===== src/rtl/pci_fifo_pkg.sv =====
// Definitions shared by the PCI datapath FIFO read-side drainer and the master engine.
package pci_fifo_pkg;

    typedef enum logic [1:0] {
        IDLE,
        REQ,
        XFER,
        DONE
    } drain_state_t;

    localparam int unsigned DRAIN_BURST_MAX = 8;
    localparam int unsigned DRAIN_TIMEOUT   = 64;

    // Width that holds every burst length 0..burst_max.
    function automatic int unsigned len_width(input int unsigned burst_max);
        return $clog2(burst_max + 1);
    endfunction

endpackage


===== src/rtl/fifo_out_skid.sv =====
// Two-entry valid/ready output buffer; reports how many more words may be
// launched towards it so that a one-cycle-latency source never overruns it.
module fifo_out_skid #(
    parameter int unsigned DSIZE = 32
) (
    input  logic             rd_clk,
    input  logic             rd_rst,
    input  logic             in_valid,
    input  logic [DSIZE-1:0] in_data,
    output logic [DSIZE-1:0] out_data,
    output logic             out_valid,
    input  logic             out_ready,
    output logic [1:0]       credit
);

    logic [DSIZE-1:0] data_q [2];
    logic [DSIZE-1:0] data_d [2];
    logic [1:0]       count_q, count_d;
    logic             deq;

    assign out_valid = (count_q != 2'd0);
    assign out_data  = data_q[0];
    assign deq       = out_valid & out_ready;

    // The word arriving now already owns a slot; the word leaving now frees one.
    assign credit = 2'd2 - count_q - {1'b0, in_valid} + {1'b0, deq};

    always_comb begin
        // NOTE: every *_d starts from its held value so no path leaves it unassigned (no latch).
        data_d  = data_q;
        count_d = count_q;
        unique case ({in_valid, deq})
            2'b10: begin
                data_d[count_q[0]] = in_data;
                count_d            = count_q + 2'd1;
            end
            2'b01: begin
                data_d[0] = data_q[1];
                count_d   = count_q - 2'd1;
            end
            2'b11: begin
                if (count_q == 2'd1) begin
                    data_d[0] = in_data;
                end else begin
                    data_d[0] = data_q[1];
                    data_d[1] = in_data;
                end
            end
            default: ;
        endcase
    end

    // NOTE: storage is reset as well, because out_data must read zero out of reset.
    always_ff @(posedge rd_clk or posedge rd_rst) begin
        if (rd_rst) begin
            count_q <= 2'd0;
            data_q  <= '{default: '0};
        end else begin
            // NOTE: non-blocking updates so every flop samples pre-edge values.
            count_q <= count_d;
            data_q  <= data_d;
        end
    end

endmodule


===== src/rtl/fifo_burst_drain.sv =====
// Read-side burst drainer: decides when to empty the async FIFO, requests a bus
// burst, then streams exactly the latched number of words to the master engine.
module fifo_burst_drain
    import pci_fifo_pkg::*;
#(
    parameter  int unsigned DSIZE     = 32,
    parameter  int unsigned ASIZE     = 4,
    parameter  int unsigned BURST_MAX = DRAIN_BURST_MAX,
    parameter  int unsigned TIMEOUT   = DRAIN_TIMEOUT,
    localparam int unsigned LW        = len_width(BURST_MAX)
) (
    input  logic             rd_clk,
    input  logic             rd_rst,
    input  logic [DSIZE-1:0] fifo_dout,
    input  logic             fifo_empty,
    input  logic [ASIZE:0]   fifo_rd_count,
    output logic             fifo_rd_en,
    input  logic             flush,
    output logic             req,
    output logic [LW-1:0]    req_len,
    input  logic             gnt,
    output logic [DSIZE-1:0] m_data,
    output logic             m_valid,
    output logic             m_last,
    input  logic             m_ready,
    output logic             busy
);

    localparam int unsigned    TW        = $clog2(TIMEOUT);
    localparam logic [ASIZE:0] BURST_CNT = (ASIZE + 1)'(BURST_MAX);
    localparam logic [LW-1:0]  BURST_LEN = LW'(BURST_MAX);
    localparam logic [TW-1:0]  TIMER_MAX = TW'(TIMEOUT - 1);

    drain_state_t  state_q, state_d;
    logic [TW-1:0] timer_q, timer_d;
    logic [LW-1:0] len_q, len_d;
    logic [LW-1:0] rem_q, rem_d;
    logic [LW-1:0] dlv_q, dlv_d;
    logic          inflight_q, inflight_d;
    logic [1:0]    credit;
    logic          full_burst, launch, deq;
    logic [LW-1:0] launch_len;

    fifo_out_skid #(.DSIZE(DSIZE)) u_skid (
        .rd_clk    (rd_clk),
        .rd_rst    (rd_rst),
        .in_valid  (inflight_q),
        .in_data   (fifo_dout),
        .out_data  (m_data),
        .out_valid (m_valid),
        .out_ready (m_ready),
        .credit    (credit)
    );

    // Priority (full, timeout, flush) only matters for len, which full_burst selects.
    assign full_burst = (fifo_rd_count >= BURST_CNT);
    assign launch     = full_burst ||
                        ((fifo_rd_count != '0) && ((timer_q == TIMER_MAX) || flush));
    assign launch_len = full_burst ? BURST_LEN : LW'(fifo_rd_count);

    assign deq        = m_valid & m_ready;
    assign m_last     = m_valid && (dlv_q == len_q - LW'(1));
    assign req        = (state_q == REQ);
    assign req_len    = len_q;
    assign busy       = (state_q != IDLE);
    assign inflight_d = fifo_rd_en;

    always_comb begin
        state_d    = state_q;
        timer_d    = timer_q;
        len_d      = len_q;
        rem_d      = rem_q;
        dlv_d      = dlv_q;
        fifo_rd_en = 1'b0;
        unique case (state_q)
            IDLE: begin
                if (launch) begin
                    state_d = REQ;
                    len_d   = launch_len;
                    rem_d   = launch_len;
                    timer_d = '0;
                end else if (fifo_empty) begin
                    timer_d = '0;
                end else if (timer_q != TIMER_MAX) begin
                    timer_d = timer_q + TW'(1);
                end
            end
            REQ: begin
                dlv_d = '0;
                if (gnt) state_d = XFER;
            end
            XFER: begin
                fifo_rd_en = (rem_q != '0) && (credit != 2'd0) && !fifo_empty;
                if (fifo_rd_en) rem_d = rem_q - LW'(1);
                if (deq) begin
                    dlv_d = dlv_q + LW'(1);
                    if (m_last) state_d = DONE;
                end
            end
            DONE: begin
                // Settle cycle: lets fifo_rd_count reflect the final pop.
                timer_d = '0;
                state_d = IDLE;
            end
            default: state_d = IDLE;
        endcase
    end

    always_ff @(posedge rd_clk or posedge rd_rst) begin
        if (rd_rst) begin
            state_q    <= IDLE;
            timer_q    <= '0;
            len_q      <= '0;
            rem_q      <= '0;
            dlv_q      <= '0;
            inflight_q <= 1'b0;
        end else begin
            state_q    <= state_d;
            timer_q    <= timer_d;
            len_q      <= len_d;
            rem_q      <= rem_d;
            dlv_q      <= dlv_d;
            inflight_q <= inflight_d;
        end
    end

endmodule


===== config.mk =====
export PLATFORM = sky130hd
export DESIGN_NAME = fifo_burst_drain
export DESIGN_NICKNAME = d
export VERILOG_FILES = /design/src/rtl/pci_fifo_pkg.sv /design/src/rtl/fifo_out_skid.sv /design/src/rtl/fifo_burst_drain.sv
export SDC_FILE = /design/constraint.sdc
export NUM_CORES = 1
export LEC_CHECK = 0
export ABC_AREA = 1
export CAP_MARGIN = 30
export CELL_PAD_IN_SITES_DETAIL_PLACEMENT = 0
export CELL_PAD_IN_SITES_GLOBAL_PLACEMENT = 1
export CORE_ASPECT_RATIO = 0.75
export CORE_MARGIN = 2
export CORE_UTILIZATION = 40
export DETAILED_ROUTE_END_ITERATION = 8
export PLACE_DENSITY_LB_ADDON = 0.1
export SYNTH_ARGS = -nofsm -noshare
export SYNTH_HDL_FRONTEND = slang
export SYNTH_SLANG_ARGS = --single-unit

===== constraint.sdc =====
create_clock -name rd_clk -period 3.33 [get_ports rd_clk]
set_input_delay 0.666 -clock rd_clk [delete_from_list [all_inputs] [get_ports rd_clk]]
set_output_delay 0.666 -clock rd_clk [all_outputs]
set_load 0.005 [all_outputs]

==> reports/metrics.json <==
{
  "grt_util_all_layers": {"value": 15.9, "unit": "%"},
  "grt_util_met1": {"value": 21.1, "unit": "%"},
  "syn-mean-instance-area": {"value": 9.24, "unit": "um2"},
  "synthesis.instances": {"value": 504},
  "sw_frac_of_total": {"value": 36.2, "unit": "%"},
  "globalplace.congestion": {"value": 0.790},
  "vias": {"value": 3458},
  "timing.final.hold_violations": {"value": 0},
  "worst-path-max-fanout": {"value": 2},
  "groute.layer.met3.usage": {"value": 3.96, "unit": "%"},
  "pwr-share-seq": {"value": 34.8, "unit": "%"},
  "tritoncts": {"value": "yes"},
  "worstHoldStart": {"value": "u_skid.data_q[21]"},
  "reg2reg_setup_slack": {"value": 1030, "unit": "ps"},
  "fmax": {"value": 348, "unit": "MHz"},
  "crit_path_max_incr_delay": {"value": 470, "unit": "ps"},
  "number_of_antenna_violations_at_the_first_check_in_global_routing": {"value": 0},
  "synthToLayoutAreaGrowth": {"value": 23.1, "unit": "%"},
  "grt_first_pass_wirelength": {"value": 15.8, "unit": "mm"},
  "power.switching": {"value": 0.00193, "unit": "W"},
  "cts_htree_levels": {"value": 3},
  "first_global_vias": {"value": 3322},
  "most-common-layout-cells": {"value": "sky130_fd_sc_hd__nand2_1 (101), sky130_fd_sc_hd__dfrtp_1 (87), sky130_fd_sc_hd__clkdlybuf4s50_1 (82), sky130_fd_sc_hd__inv_1 (65), sky130_fd_sc_hd__a21oi_1 (37)"},
  "estimated_wirelength_of_the_detail_placed_design": {"value": 6.57, "unit": "mm"},
  "worst_hold_depth": {"value": 1},
  "grt_start_max_net_pins": {"value": 49},
  "comb_power_share": {"value": 47.1, "unit": "%"},
  "internal_power": {"value": 0.00340, "unit": "W"},
  "crit-reg2reg-launch": {"value": "u_skid.count_q[0]"},
  "ctsLongestPathBuffers": {"value": 2},
  "die-height": {"value": 97.4, "unit": "um"},
  "fin_nets": {"value": 618},
  "clk_root_buffer_cell": {"value": "sky130_fd_sc_hd__clkbuf_16"},
  "floorplan.io_pins": {"value": 84},
  "worstReg2RegEnd": {"value": "u_skid.out_data[9]"},
  "port_buffers": {"value": 83},
  "global_route_met2_usage": {"value": 25.3, "unit": "%"},
  "detail_route.wirelength": {"value": 9.52, "unit": "mm"},
  "worst_ep_required_time": {"value": 2660, "unit": "ps"},
  "max-cap-violations": {"value": 0},
  "synth_nets": {"value": 563},
  "power_frac_clock": {"value": 18.1, "unit": "%"},
  "timing_max_transition_violations_final": {"value": 0},
  "cts.reportedPaths.clkPinSlew": {"value": 60, "unit": "ps"},
  "coreArea": {"value": 0.0115, "unit": "mm2"},
  "worst_clock_skew": {"value": 6.88, "unit": "ps"},
  "cellLeakagePower": {"value": 2.71, "unit": "nW"},
  "synth.yosys.seq_area_share": {"value": 46.7, "unit": "%"},
  "final_cell_count_no_fill": {"value": 706},
  "postCtsSetupBuffers": {"value": 0},
  "initial_core_util": {"value": 40.5, "unit": "%"},
  "hold_ws": {"value": 508, "unit": "ps"},
  "layout-drive-gt1-share": {"value": 13.9, "unit": "%"},
  "insertedDiodeCount": {"value": 0},
  "detail_route.first_pass.iterations": {"value": 5},
  "ir_worst_vdd": {"value": 306, "unit": "uV"},
  "layout.filler_cells": {"value": 1106},
  "post-route-util": {"value": 49.9, "unit": "%"},
  "area_of_the_mapped_netlist": {"value": 0.00466, "unit": "mm2"},
  "ys_ff_latch": {"value": 87},
  "die_width": {"value": 129, "unit": "um"},
  "unrepaired_setup_endpoints_after_global_routing": {"value": "no"},
  "period_share": {"value": 86.4, "unit": "%"},
  "crit_buf_inv": {"value": 3},
  "critPathTopFamily": {"value": "buffers and inverters"},
  "status": {"value": "finished, final reports clean"},
  "timing.reg2reg.worst_path_depth": {"value": 13},
  "p_per_area": {"value": 930, "unit": "mW/mm2"},
  "cp_data_arrival_time": {"value": 2210, "unit": "ps"},
  "critical_path.slowest_cell": {"value": "sky130_fd_sc_hd__clkdlybuf4s50_1"},
  "die_area": {"value": 0.0125, "unit": "mm2"},
  "tns": {"value": 0, "unit": "ps"},
  "vias_per_cell": {"value": 4.90},
  "synth_top_cells_by_area": {"value": "sky130_fd_sc_hd__dfrtp_1 (47%), sky130_fd_sc_hd__nand2_1 (8.2%), sky130_fd_sc_hd__mux2_2 (7.7%), sky130_fd_sc_hd__buf_4 (6.3%), sky130_fd_sc_hd__a22oi_1 (5.3%)"},
  "drcViolationCount": {"value": 0},
  "crit_path_cell_trace": {"value": "clkdlybuf4s50_1 -> nand2_1 -> fa_1 -> inv_1 -> nand2_1 -> nand3_1 -> nand3_1 -> nor2_1 -> dlymetal6s2s_1"},
  "total_of_warnings_raised_by_yosys": {"value": 0},
  "drt-initial-drc-count": {"value": 153},
  "insertion_delay_of_the_later_clocked_pin_in_the_worst_skew_pair": {"value": 340, "unit": "ps"},
  "cp-end-kind": {"value": "output pin"},
  "clock_buffer_count_from_cts": {"value": 9},
  "detail-route-antenna-nets": {"value": 0},
  "critPathKind": {"value": "primary input to output pin"},
  "final_period_minus_worst_setup_slack": {"value": 2880, "unit": "ps"},
  "timing_worst_slew_pin_value": {"value": 745, "unit": "ps"},
  "synthDominantCellAreaShare": {"value": 46.7, "unit": "%"},
  "slew_headroom": {"value": 50.3, "unit": "%"},
  "timing.hold.worst.class": {"value": "register to register"},
  "gr-max-usage-layer": {"value": "met2"},
  "most_common_cell_after_layout_fill_and_taps_aside": {"value": "sky130_fd_sc_hd__nand2_1"},
  "finalPower": {"value": 0.00533, "unit": "W"},
  "synthDominantAreaCellType": {"value": "sky130_fd_sc_hd__dfrtp_1"},
  "placed_insts": {"value": 692},
  "wl_per_cell": {"value": 13.5, "unit": "um"},
  "synth_cell_type_count": {"value": 37},
  "clkSinkCount": {"value": 87},
  "grt_overflow": {"value": 0},
  "min_delay_worst_endpoint": {"value": "u_skid.data_q[21]"},
  "crit_path_start_kind": {"value": "primary input"},
  "setup_viol": {"value": 0},
  "rows": {"value": 34}
}
worst max path at each step:
| stage | start | to | slack [ps] | depth (start not counted) |
|---|---|---|---|---|
| 6_report | m_ready | fifo_rd_en | 450 | 9 |
| 5_1_grt | req_len[0] | m_last | 330 | 10 |
| 4_1_cts | m_ready | fifo_rd_en | 30 | 9 |
| 3_5_place_dp | m_ready | fifo_rd_en | 50 | 9 |
| 3_3_place_gp | m_ready | fifo_rd_en | 40 | 9 |
| 2_1_floorplan | rd_rst | dlv_q[0] | 410 | 1 |
layout make-up:
| cell class | count | area [um2] | share of cell area [%] |
|---|---|---|---|
| Clock buffer | 10 | 229 | 3.99 |
| Clock inverter | 4 | 48.8 | 0.851 |
| Inverter | 70 | 265 | 4.63 |
| Multi-Input combinational cell | 298 | 1900 | 33.1 |
| Sequential cell | 87 | 2180 | 38.0 |
| Tap cell | 144 | 180 | 3.14 |
| Timing Repair Buffer | 93 | 933 | 16.3 |
per-stage QoR:
stage / setup WS [ps] / cell area, um2
final: 452 / 5730
after global routing: 328 / 5730
after CTS: 34.7 / 5730
after detailed placement: 50.0 / 5450
after global placement: 42.7 / 5450
after floorplan: 414 / 4660
worst register-to-register path, stage by stage, from the launching register on:
cell	delay (ps)
sky130_fd_sc_hd__dfrtp_1	380
sky130_fd_sc_hd__inv_2	80
sky130_fd_sc_hd__ha_1	140
sky130_fd_sc_hd__inv_1	60
sky130_fd_sc_hd__nand2_1	90
sky130_fd_sc_hd__buf_4	140
sky130_fd_sc_hd__inv_1	60
sky130_fd_sc_hd__ha_1	200
sky130_fd_sc_hd__inv_1	130
sky130_fd_sc_hd__nand2_1	150
sky130_fd_sc_hd__o22ai_4	110
sky130_fd_sc_hd__buf_4	380
sky130_fd_sc_hd__nand2_1	120
sky130_fd_sc_hd__a22oi_1	180
Yosys cell counts (all sizes together):
master and n:
o22ai 1, clkinv 1, nor2 23, a21oi 37, or2 2, dfrtp 87
xnor2 3, ha 15, inv 69, a31oi 1, fa 1, nand2 107
mux2 32, nand4 6, nand3 15, o21ai 13, nor3 2, nand3b 1
xor2 4, o21bai 2, clkbuf 2, buf 47, a22oi 33
power groups by stage:
stage / clock [W] / combinational [W] / sequential, W
2_1_floorplan: 0 / 0.00189 / 0.00180
3_3_place_gp: 0 / 0.00251 / 0.00185
3_5_place_dp: 0 / 0.00254 / 0.00188
4_1_cts: 0.00100 / 0.00255 / 0.00186
5_1_grt: 0.00104 / 0.00283 / 0.00192
6_report: 0.000964 / 0.00251 / 0.00185
timing repair:
action | CTS | global route
hold buffers | 0 | 0
setup endpoints to repair | 0 | 1
resized for setup | 0 | 1
per-layer routing:
layer	share of wire, %	vias up
met5	0	-
met4	0.94	0
met3	4.1	7
met2	46	59
met1	48	1675
li1	-	1717
flip-flops by register name, summed over array words and instances, names as in the netlist:
signal	flops
u_skid.data_q	32
u_skid.out_data	32
timer_q	6
dlv_q	4
rem_q	4
req_len	4
state_q	2
u_skid.count_q	2
inflight_q	1
cell families (layout without fill, tap and decap cells):
family | count (synthesis) | after routing | share of synthesized area (%)
AOI/OAI and AO/OA | 87 | 87 | 12.0
DFF | 87 | 87 | 46.7
xor gates and xnor gates | 7 | 7 | 1.32
buffers and inverters | 119 | 177 | 12.9
muxes | 32 | 32 | 7.74
and+or+nand+nor | 156 | 156 | 14.8
adders and majority gates | 16 | 16 | 4.46
Power figures use the tool's default switching activity.
